## src/rtl/bus8088_pkg.sv

```systemverilog
// ============================================================================
// Module   : bus8088_pkg
// Brief    : Shared types, constants and helpers for the 8088 bus controller.
// Revision : 1.0
// ============================================================================
`default_nettype none

package bus8088_pkg;

    localparam int ADDR_W     = 20;
    localparam int DATA_W     = 8;
    localparam int CFG_WAIT_W = 8;

    typedef enum logic [1:0] {
        S_IDLE = 2'd0,
        S_ADDR = 2'd1,
        S_WAIT = 2'd2,
        S_DONE = 2'd3
    } bus_state_e;

    typedef struct packed {
        logic [ADDR_W-1:0]     base;
        logic [ADDR_W-1:0]     mask;
        logic                  io;
        logic [CFG_WAIT_W-1:0] wait_cnt;
    } region_cfg_t;

    function automatic logic [31:0] onehot(input logic [4:0] idx);
        return 32'd1 << idx;
    endfunction

endpackage

`default_nettype wire

```

## src/rtl/bus_region_decode.sv

```systemverilog
// ============================================================================
// Module   : bus_region_decode
// Brief    : Combinational address/space decode against NUM_CS regions.
// Revision : 1.0
// ============================================================================
`default_nettype none

module bus_region_decode
    import bus8088_pkg::*;
#(
    parameter int                         NUM_CS      = 4,
    parameter int                         WAIT_W      = 3,
    parameter int                         IDX_W       = 2,
    parameter logic [NUM_CS*ADDR_W-1:0]   REGION_BASE = '0,
    parameter logic [NUM_CS*ADDR_W-1:0]   REGION_MASK = '0,
    parameter logic [NUM_CS-1:0]          REGION_IO   = '0,
    parameter logic [NUM_CS*WAIT_W-1:0]   REGION_WAIT = '0
) (
    input  logic [ADDR_W-1:0] i_addr,
    input  logic              i_io,
    output logic              o_hit,
    output logic [IDX_W-1:0]  o_idx,
    output logic [WAIT_W-1:0] o_wait
);

    region_cfg_t             w_cfg   [NUM_CS];
    logic        [NUM_CS-1:0] w_match;

    // Parameter vectors list region 0 in the most-significant slot.
    for (genvar i = 0; i < NUM_CS; i++) begin : g_region
        logic [ADDR_W-1:0] w_mask;

        assign w_cfg[i].base     = REGION_BASE[(NUM_CS-1-i)*ADDR_W +: ADDR_W];
        assign w_cfg[i].mask     = REGION_MASK[(NUM_CS-1-i)*ADDR_W +: ADDR_W];
        assign w_cfg[i].io       = REGION_IO[i];
        assign w_cfg[i].wait_cnt = CFG_WAIT_W'(REGION_WAIT[(NUM_CS-1-i)*WAIT_W +: WAIT_W]);

        // IO space is only 64K, so the top nibble never takes part.
        assign w_mask     = w_cfg[i].io ? (w_cfg[i].mask & 20'h0FFFF) : w_cfg[i].mask;
        assign w_match[i] = ((i_addr & w_mask) == (w_cfg[i].base & w_mask)) &&
                            (i_io == w_cfg[i].io);
    end

    always_comb begin
        o_hit  = 1'b0;
        o_idx  = '0;
        o_wait = '0;
        // Walk downwards so the lowest matching index is the one that sticks.
        for (int i = NUM_CS - 1; i >= 0; i--) begin
            if (w_match[i]) begin
                o_hit  = 1'b1;
                o_idx  = IDX_W'(i);
                o_wait = WAIT_W'(w_cfg[i].wait_cnt);
            end
        end
    end

endmodule

`default_nettype wire

```

## src/rtl/bus_cs_wait_ctrl.sv

```systemverilog
// ============================================================================
// Module   : bus_cs_wait_ctrl
// Brief    : 8088 min-mode cycle controller: address latch, CS decode, waits.
// Revision : 1.0
// ============================================================================
`default_nettype none

module bus_cs_wait_ctrl
    import bus8088_pkg::*;
#(
    parameter int                       NUM_CS      = 4,
    parameter int                       WAIT_W      = 3,
    parameter logic [NUM_CS*ADDR_W-1:0] REGION_BASE = {20'h00000, 20'h10000, 20'h00000, 20'h00010},
    parameter logic [NUM_CS*ADDR_W-1:0] REGION_MASK = {20'hF0000, 20'hF0000, 20'h0FFF0, 20'h0FFF0},
    parameter logic [NUM_CS-1:0]        REGION_IO   = 4'b1100,
    parameter logic [NUM_CS*WAIT_W-1:0] REGION_WAIT = {3'd0, 3'd2, 3'd1, 3'd3}
) (
    input  logic                     CLK,
    input  logic                     RESET,
    input  logic                     ALE,
    input  logic                     IOM,
    input  logic                     RD,
    input  logic                     WR,
    input  logic [DATA_W-1:0]        AD,
    input  logic [ADDR_W-DATA_W-1:0] A,
    output logic [ADDR_W-1:0]        Address,
    output logic [NUM_CS-1:0]        CS,
    output logic                     READY,
    output logic                     cycle_active,
    output logic                     decode_err
);

    localparam int         IDX_W      = (NUM_CS > 1) ? $clog2(NUM_CS) : 1;
    localparam logic [1:0] c_st_idle  = S_IDLE;
    localparam logic [1:0] c_st_addr  = S_ADDR;
    localparam logic [1:0] c_st_wait  = S_WAIT;
    localparam logic [1:0] c_st_done  = S_DONE;

    logic [1:0]        r_state;
    logic [ADDR_W-1:0] r_addr;
    logic              r_io;
    logic [NUM_CS-1:0] r_cs;
    logic              r_ready;
    logic              r_active;
    logic              r_err;
    logic [WAIT_W-1:0] r_cnt;

    logic              w_hit;
    logic [IDX_W-1:0]  w_idx;
    logic [WAIT_W-1:0] w_wait;
    logic              w_strobe_one;
    logic              w_strobe_both;
    logic              w_released;
    logic [NUM_CS-1:0] w_cs_sel;

    bus_region_decode #(
        .NUM_CS      (NUM_CS),
        .WAIT_W      (WAIT_W),
        .IDX_W       (IDX_W),
        .REGION_BASE (REGION_BASE),
        .REGION_MASK (REGION_MASK),
        .REGION_IO   (REGION_IO),
        .REGION_WAIT (REGION_WAIT)
    ) u_decode (
        .i_addr (r_addr),
        .i_io   (r_io),
        .o_hit  (w_hit),
        .o_idx  (w_idx),
        .o_wait (w_wait)
    );

    assign w_strobe_one  = RD ^ WR;
    assign w_strobe_both = !RD && !WR;
    assign w_released    = RD && WR;
    assign w_cs_sel      = NUM_CS'(onehot(5'(w_idx)));

    always_ff @(posedge CLK or negedge RESET) begin
        if (!RESET) begin
            r_state  <= c_st_idle;
            r_addr   <= '0;
            r_io     <= 1'b0;
            r_cs     <= '0;
            r_ready  <= 1'b1;
            r_active <= 1'b0;
            r_err    <= 1'b0;
            r_cnt    <= '0;
        end else begin
            r_err <= 1'b0;
            if (ALE) begin
                r_addr <= {A, AD};
                r_io   <= IOM;
            end

            case (r_state)
                c_st_idle: begin
                    if (ALE) r_state <= c_st_addr;
                end

                c_st_addr: begin
                    // A fresh ALE only re-latches; strobes are judged on the settled address.
                    if (!ALE) begin
                        if (w_strobe_both) begin
                            r_err    <= 1'b1;
                            r_cs     <= '0;
                            r_active <= 1'b1;
                            r_state  <= c_st_done;
                        end else if (w_strobe_one) begin
                            r_active <= 1'b1;
                            if (!w_hit) begin
                                r_err   <= 1'b1;
                                r_state <= c_st_done;
                            end else begin
                                r_cs <= w_cs_sel;
                                if (w_wait == '0) begin
                                    r_state <= c_st_done;
                                end else begin
                                    r_ready <= 1'b0;
                                    r_cnt   <= w_wait - WAIT_W'(1);
                                    r_state <= c_st_wait;
                                end
                            end
                        end
                    end
                end

                c_st_wait: begin
                    if (ALE) begin
                        r_cs     <= '0;
                        r_ready  <= 1'b1;
                        r_active <= 1'b0;
                        r_err    <= 1'b1;
                        r_state  <= c_st_addr;
                    end else if (r_cnt == '0) begin
                        r_ready <= 1'b1;
                        r_state <= c_st_done;
                    end else begin
                        r_cnt <= r_cnt - WAIT_W'(1);
                    end
                end

                c_st_done: begin
                    if (w_released) begin
                        r_cs     <= '0;
                        r_active <= 1'b0;
                        r_state  <= ALE ? c_st_addr : c_st_idle;
                    end else if (ALE) begin
                        // New cycle started while strobes still held: abort.
                        r_cs     <= '0;
                        r_ready  <= 1'b1;
                        r_active <= 1'b0;
                        r_err    <= 1'b1;
                        r_state  <= c_st_addr;
                    end
                end

                default: r_state <= c_st_idle;
            endcase
        end
    end

    assign Address      = r_addr;
    assign CS           = r_cs;
    assign READY        = r_ready;
    assign cycle_active = r_active;
    assign decode_err   = r_err;

endmodule

`default_nettype wire

```

## config.mk

```make
export PLATFORM = sky130hd
export DESIGN_NAME = bus_cs_wait_ctrl
export DESIGN_NICKNAME = d
export VERILOG_FILES = /design/src/rtl/bus8088_pkg.sv /design/src/rtl/bus_region_decode.sv /design/src/rtl/bus_cs_wait_ctrl.sv
export SDC_FILE = /design/constraint.sdc
export NUM_CORES = 1
export LEC_CHECK = 0
export CAP_MARGIN = 0
export CORE_AREA = 4 4 66 68
export DETAILED_ROUTE_END_ITERATION = 7
export DIE_AREA = 0 0 70 72
export GPL_ROUTABILITY_DRIVEN = 0
export PLACE_DENSITY = 0.8
export SLEW_MARGIN = 20
export SYNTH_ARGS = -nofsm -noshare
export SYNTH_HDL_FRONTEND = slang
export SYNTH_SLANG_ARGS = --single-unit
```

## constraint.sdc

```tcl
create_clock -name CLK -period 2.4 [get_ports CLK]
set_input_delay 0.48 -clock CLK [delete_from_list [all_inputs] [get_ports CLK]]
set_output_delay 0.48 -clock CLK [all_outputs]
set_load 0.02 [all_outputs]
```

# Yosys cells after proc, flatten, opt, wreduce, memory -nomap -nowiden

Cells that the tools add are included.
Widths: inputs -> output; s select.

Add/sub/neg operators: 2
Equality and inequality tests: 17
Shift operators: 1
Muxes and demuxes: 61
Bitwise logic cells: 2
Reduce and logical (&&, ||, !) cells: 20

Operators with widths:

| cell                | number |
|---|---|
| $logic_not 20->1    | 2 |
| $mux 3              | 10 |
| $mux 1              | 27 |
| $mux 2              | 12 |
| $mux 4              | 6 |
| $ne 2x2->1 const B  | 9 |
| $eq 12x1->1 const B | 1 |
| $pmux 4 s3          | 1 |
| $ne 3x3->1 const B  | 3 |
| $pmux 1 s3          | 3 |
| $reduce_and 9->1    | 1 |
| $pmux 2 s4          | 1 |
| $reduce_and 8->1    | 1 |
| $logic_and 1x1->1   | 6 |
| $logic_not 3->1     | 2 |
| $pmux 3 s2          | 1 |
| $reduce_and 3->1    | 2 |
| $sub 3x1->3 const B | 2 |
| $eq 2x2->1 const B  | 2 |
| $eq 4x1->1 const B  | 1 |
| $reduce_and 4->1    | 1 |
| $shl 1x2->4 const A | 1 |
| $reduce_bool 3->1   | 1 |
| $eq 2x1->1 const B  | 1 |
| 5 further kinds     | 6 |

Flip-flop bits (word level): 33
Logic and storage cells: 111

# Logic depth before layout (Yosys ltp)

Depth in word-level cells: 13
Gate-level depth with buffers: 8
Depth with buffers taken out: 8

# Hierarchy

From an unflattened synthesis, not the netlist that was laid out.

Cells, all modules: 139
Area total of the unflattened synthesis: 1666.6 µm²

Modules (own cells, without submodules):

| module            | instances | cells an instance | area an instance (µm²) | seq. area each (µm²) |
|---|---|---|---|---|
| bus_cs_wait_ctrl  | 1         | 124               | 1549.0                 | 827.0 |
| bus_region_decode | 1         | 15                | 117.6                  | 0.0 |

# Worst setup path after synthesis

Ideal clock, no wire load.

Path type: reg-to-reg
From: reg r_addr[10], in the netlist Address[10]
To: reg r_cnt[2]
Setup time: 0.140 ns
Arrival: 1.813 ns
Data required time: 2.260 ns
Path slack: 0.447 ns
Stages on the path, launching flop included: 9
Buffers on the path: 0
Path through: dfrtp_1 -> nor4_4 -> nand3_2 -> o211ai_1 -> o21ai_1 -> ha_1 -> nand2b_1 -> nor4_1 -> a221oi_1

Word-level cells in the longest chain between the ends: 13

Ends and longest elaborated chain:

| what                     | line                    | text |
|---|---|---|
| start: declaration       | bus_cs_wait_ctrl.sv:40  | `logic [ADDR_W-1:0] r_addr;` |
| start signal: assignment | bus_cs_wait_ctrl.sv:90  | `r_addr <= {A, AD};` |
| $eq 12x1->1              | bus_region_decode.sv:40 | `assign w_match[i] = ((i_addr & w_mask) == (w_cfg[i].base & w_mask)) &&` |
| $logic_and 1x1->1        | bus_region_decode.sv:40 |  |
| $mux 2                   | bus_region_decode.sv:50 | `if (w_match[i]) begin` |
| $mux 3 (3 in a row)      | bus_region_decode.sv:50 |  |
| $sub 3x1->3              | bus_cs_wait_ctrl.sv:118 | `r_cnt <= w_wait - WAIT_W'(1);` |
| $mux 3                   | bus_cs_wait_ctrl.sv:114 | `if (w_wait == '0) begin` |
| $mux 3                   | bus_cs_wait_ctrl.sv:109 | `if (!w_hit) begin` |
| $mux 3                   | bus_cs_wait_ctrl.sv:107 | `end else if (w_strobe_one) begin` |
| $mux 3                   | bus_cs_wait_ctrl.sv:102 | `if (w_strobe_both) begin` |
| $mux 3                   | bus_cs_wait_ctrl.sv:101 | `if (!ALE) begin` |
| $pmux 3 s2               | bus_cs_wait_ctrl.sv:94  | `case (r_state)` |
| end signal: assignment   | bus_cs_wait_ctrl.sv:118 |  |
| end signal: assignment   | bus_cs_wait_ctrl.sv:137 | `r_cnt <= r_cnt - WAIT_W'(1);` |
| end: declaration         | bus_cs_wait_ctrl.sv:46  | `logic [WAIT_W-1:0] r_cnt;` |

Parallel ways exist; a longest one is shown, timed or not. The select of a mux whose other input is x is not followed.
A chain may end at the register's enable or synchronous reset.

# Worst setup path after layout

From: reg r_addr[15], in the netlist Address[15]
To: reg r_cnt[2]

Same word-level chain as after synthesis.

==> results.md <==
- Status: completed
- Fin util: 60.48%
- Synth async-reset ratio: 100.0%
- Rows: 23
- Share of cells above drive strength 1: 19.80%
- Port bufs: 52
- WL/cell: 14.90 um
- PwrDens: 745.1 nW/um^2
- Syn avg cell area: 11.65 sq um
- Antenna violations before repair: 0
- Vias in the first global route: 1425
- Largest net degree at the start of global routing: 34
- Hold_ws: 0.4827 ns
- Pre-CTS setup slack: 0.1844 ns
- Post-CTS setup buffer count: 0
- Max IR drop VDD: 0.4018 mV
- Ys Warns: 0
- WP data required: 2.57 ns
- Setup slack, reg-to-reg: 0.25 ns
- Syn Std Cell Area: 1632 sq um
- Hpwl dp: 2.757 mm
- Total global-route track usage: 16.23%
- Final Routed Wirelength: 3.680 mm
- Slew @ Worst Pin: 0.4313 ns
- Setup crit end kind: register
- Final setup violation count: 0
- Core Footprint: 3856 sq um
- Hold Vio Cnt, Final: 0
- Die height: 72 um
- Critical Path AT: 2.32 ns
- First-pass GRT wire length: 6.492 mm
- Num CTS Buffers: 5
- Critical Path Source Type: register
- H-tree depth: 2
- Post-synth EDFFs: 0
- Final ANT Viol Nets: 0
- Synth Area in Adders: 3.067%
- RSZ-0062 raised after global routing: false
- Via count: 1279
- Root Buffer: clkbuf_8
- First-pass DRT Iterations: 4
- R2r startpoint: Address[15]
- Register area share after synthesis: 50.69%
- Post-Synth XOR/XNOR Area: 0%
- Largest family of logic cells by synthesized area: simple AND/OR/NAND/NOR gates
- Mapped Nets: 170
- DP Cell Count: 239
- Mapped Cells: 140
- Final instance area: 2332 sq um
- Crit Path Class: reg -> reg
- Crit path to: r_cnt[2]
- Clock latency on the worst-skew pair: 0.29 ns
- R2r endpoint: r_cnt[2]
- TritonCTS clock tree: yes
- CTS clk-pin slew, worst paths: 0.06 ns
- Yosys reg bits: 33
- Top Ports: 53
- Final net count: 226
- Synth Flop Type: dfrtp_1
- CP max FO: 8
- Finished Layout Cells: 247
- Complex-gate fraction of the synthesized area: 11.12%
- Iter 0 DRT Violations: 46
- Fin worst setup slack: 0.2500 ns
- Slew Limit Headroom: 70.98%
- Max-cap violations: 0
- Overall power: 1.738 mW
- Post_cts resized: 0
- Skew final: 0.005753 ns
- CTS Sinks: 33
- Area growth from synthesis to layout: 42.94%
- Lkg Pwr: 0.9404 nW
- Vias per cell: 5.178
- Final Critical Period: 2.150 ns
- Placed Area: 2208 sq um
- Final TNS setup: 0 ns
- Mux cell area share after synthesis: 14.72%
- Period utilisation layout: 89.58%
- Total grt overflow: 0
- Synth Area in Simple Gates: 17.48%
- CP startpoint: Address[15]
- Netlist cell types: 35
- Post-route DRC: 0
- Diode count: 0
- Fmax: 465.1 MHz
- Bufs on Longest Clock Path: 2
- Worst min-delay path category: reg -> reg
- Die Area: 5040 sq um
- R2R depth: 8
- Hold_buf cts: 0
- Max-slew violation count: 0
- Die Wd: 70 um
- Starting Density: 42.31%
==> cells by family (layout without fill, tap and decap cells) <==
| logic type | after synthesis | count (layout) |
|---|---|---|
| compound gates | 30 | 30 |
| buf+inv | 11 | 68 |
| fa+ha+maj | 4 | 4 |
| simple gates | 41 | 41 |
| flops | 33 | 33 |
| mux | 21 | 21 |
==> worst max-delay path: stages (launching register included) <==
cell	delay [ns]
dfrtp_1	0.42
nor4b_4	0.42
nand3_4	0.17
o211ai_1	0.19
o21ai_1	0.10
ha_1	0.22
nand3_1	0.08
o21ai_0	0.08
a221oi_1	0.35
==> sequential cells by signal, summed over array words and instances, names as in the netlist <==
| register | cells |
|---|---|
| r_cnt | 3 |
| READY | 1 |
| cycle_active | 1 |
| decode_err | 1 |
| r_io | 1 |
| r_state | 2 |
| Address | 20 |
| CS | 4 |
==> how the worst min path moves through the flow <==
stage,from,to,slack [ns],cells after the start
floorplan,RESET,Address[0],0.18,0
global placement,CS[2],CS[2],0.48,2
detailed placement,CS[0],CS[0],0.48,2
CTS,CS[0],CS[0],0.49,2
global route,CS[0],CS[0],0.51,2
finish,CS[0],CS[0],0.48,2
==> per-layer routing <==
metal	track usage (%)	up-vias	wire length [um]
met5	0	-	0
met4	5.745	0	42
met3	5.956	4	258
met2	26.55	48	1804
met1	19.89	609	1574
li1	-	618	-
==> cell usage after synthesis (all sizes together) (2+ instances only) <==
| library cell | count | share of area (%) |
|---|---|---|
| dfrtp | 32 | 49 |
| mux2 | 21 | 15 |
| nand2 | 12 | 2.9 |
| o21ai | 12 | 3.7 |
| a21oi | 7 | 2.1 |
| buf | 5 | 1.5 |
| inv | 5 | 1.2 |
| nor2 | 5 | 1.2 |
| nor3 | 5 | 1.5 |
| nor4 | 5 | 4.7 |
| ha | 4 | 3.1 |
| nand2b | 3 | 1.2 |
| nor2b | 3 | 1.2 |
| o31ai | 3 | 1.4 |
| a31oi | 2 | 0.77 |
| nand3 | 2 | 0.92 |
==> final cells by class <==
type                            instances  area [sq um]
Fill cell                             309          1524
Timing Repair Buffer                   55         543.0
Multi-Input combinational cell         96         764.5
Tap cell                               50         62.56
Inverter                                5         18.77
Clock inverter                          1         30.03
Sequential cell                        33         827.0
Clock buffer                            7         86.33
==> power by group <==
| group | internal [mW] | switching (mW) | total [mW] |
|---|---|---|---|
| Sequential | 0.648 | 0.0845 | 0.732 |
| Clock | 0.338 | 0.197 | 0.535 |
| Combinational | 0.249 | 0.222 | 0.471 |
| Total | 1.23 | 0.503 | 1.74 |
==> layout by cell type, fill, tap and decap left out, drive strengths merged <==
master	synthesis	final
and2	1	1
o2bb2ai	1	1
a221oi	1	1
dfrtp	32	32
a31oi	2	2
a22o	1	1
buf	5	3
nand3	2	2
nand4bb	1	1
and4	1	1
nor2	5	5
dfstp	1	1
nor4	5	5
nand2	12	12
clkdlybuf4s50	0	52
nor3	5	5
a31o	1	1
nand2b	3	3
mux2	21	21
or2	1	1
o21ai	12	12
o31ai	3	3
ha	4	4
o211ai	1	1
or3	1	1
a311oi	1	1
clkbuf	1	7
nor4b	1	1
nor2b	3	3
bufinv	0	1
inv	5	5
a21oi	7	7
Note: power is estimated with default switching activity, not from simulation.
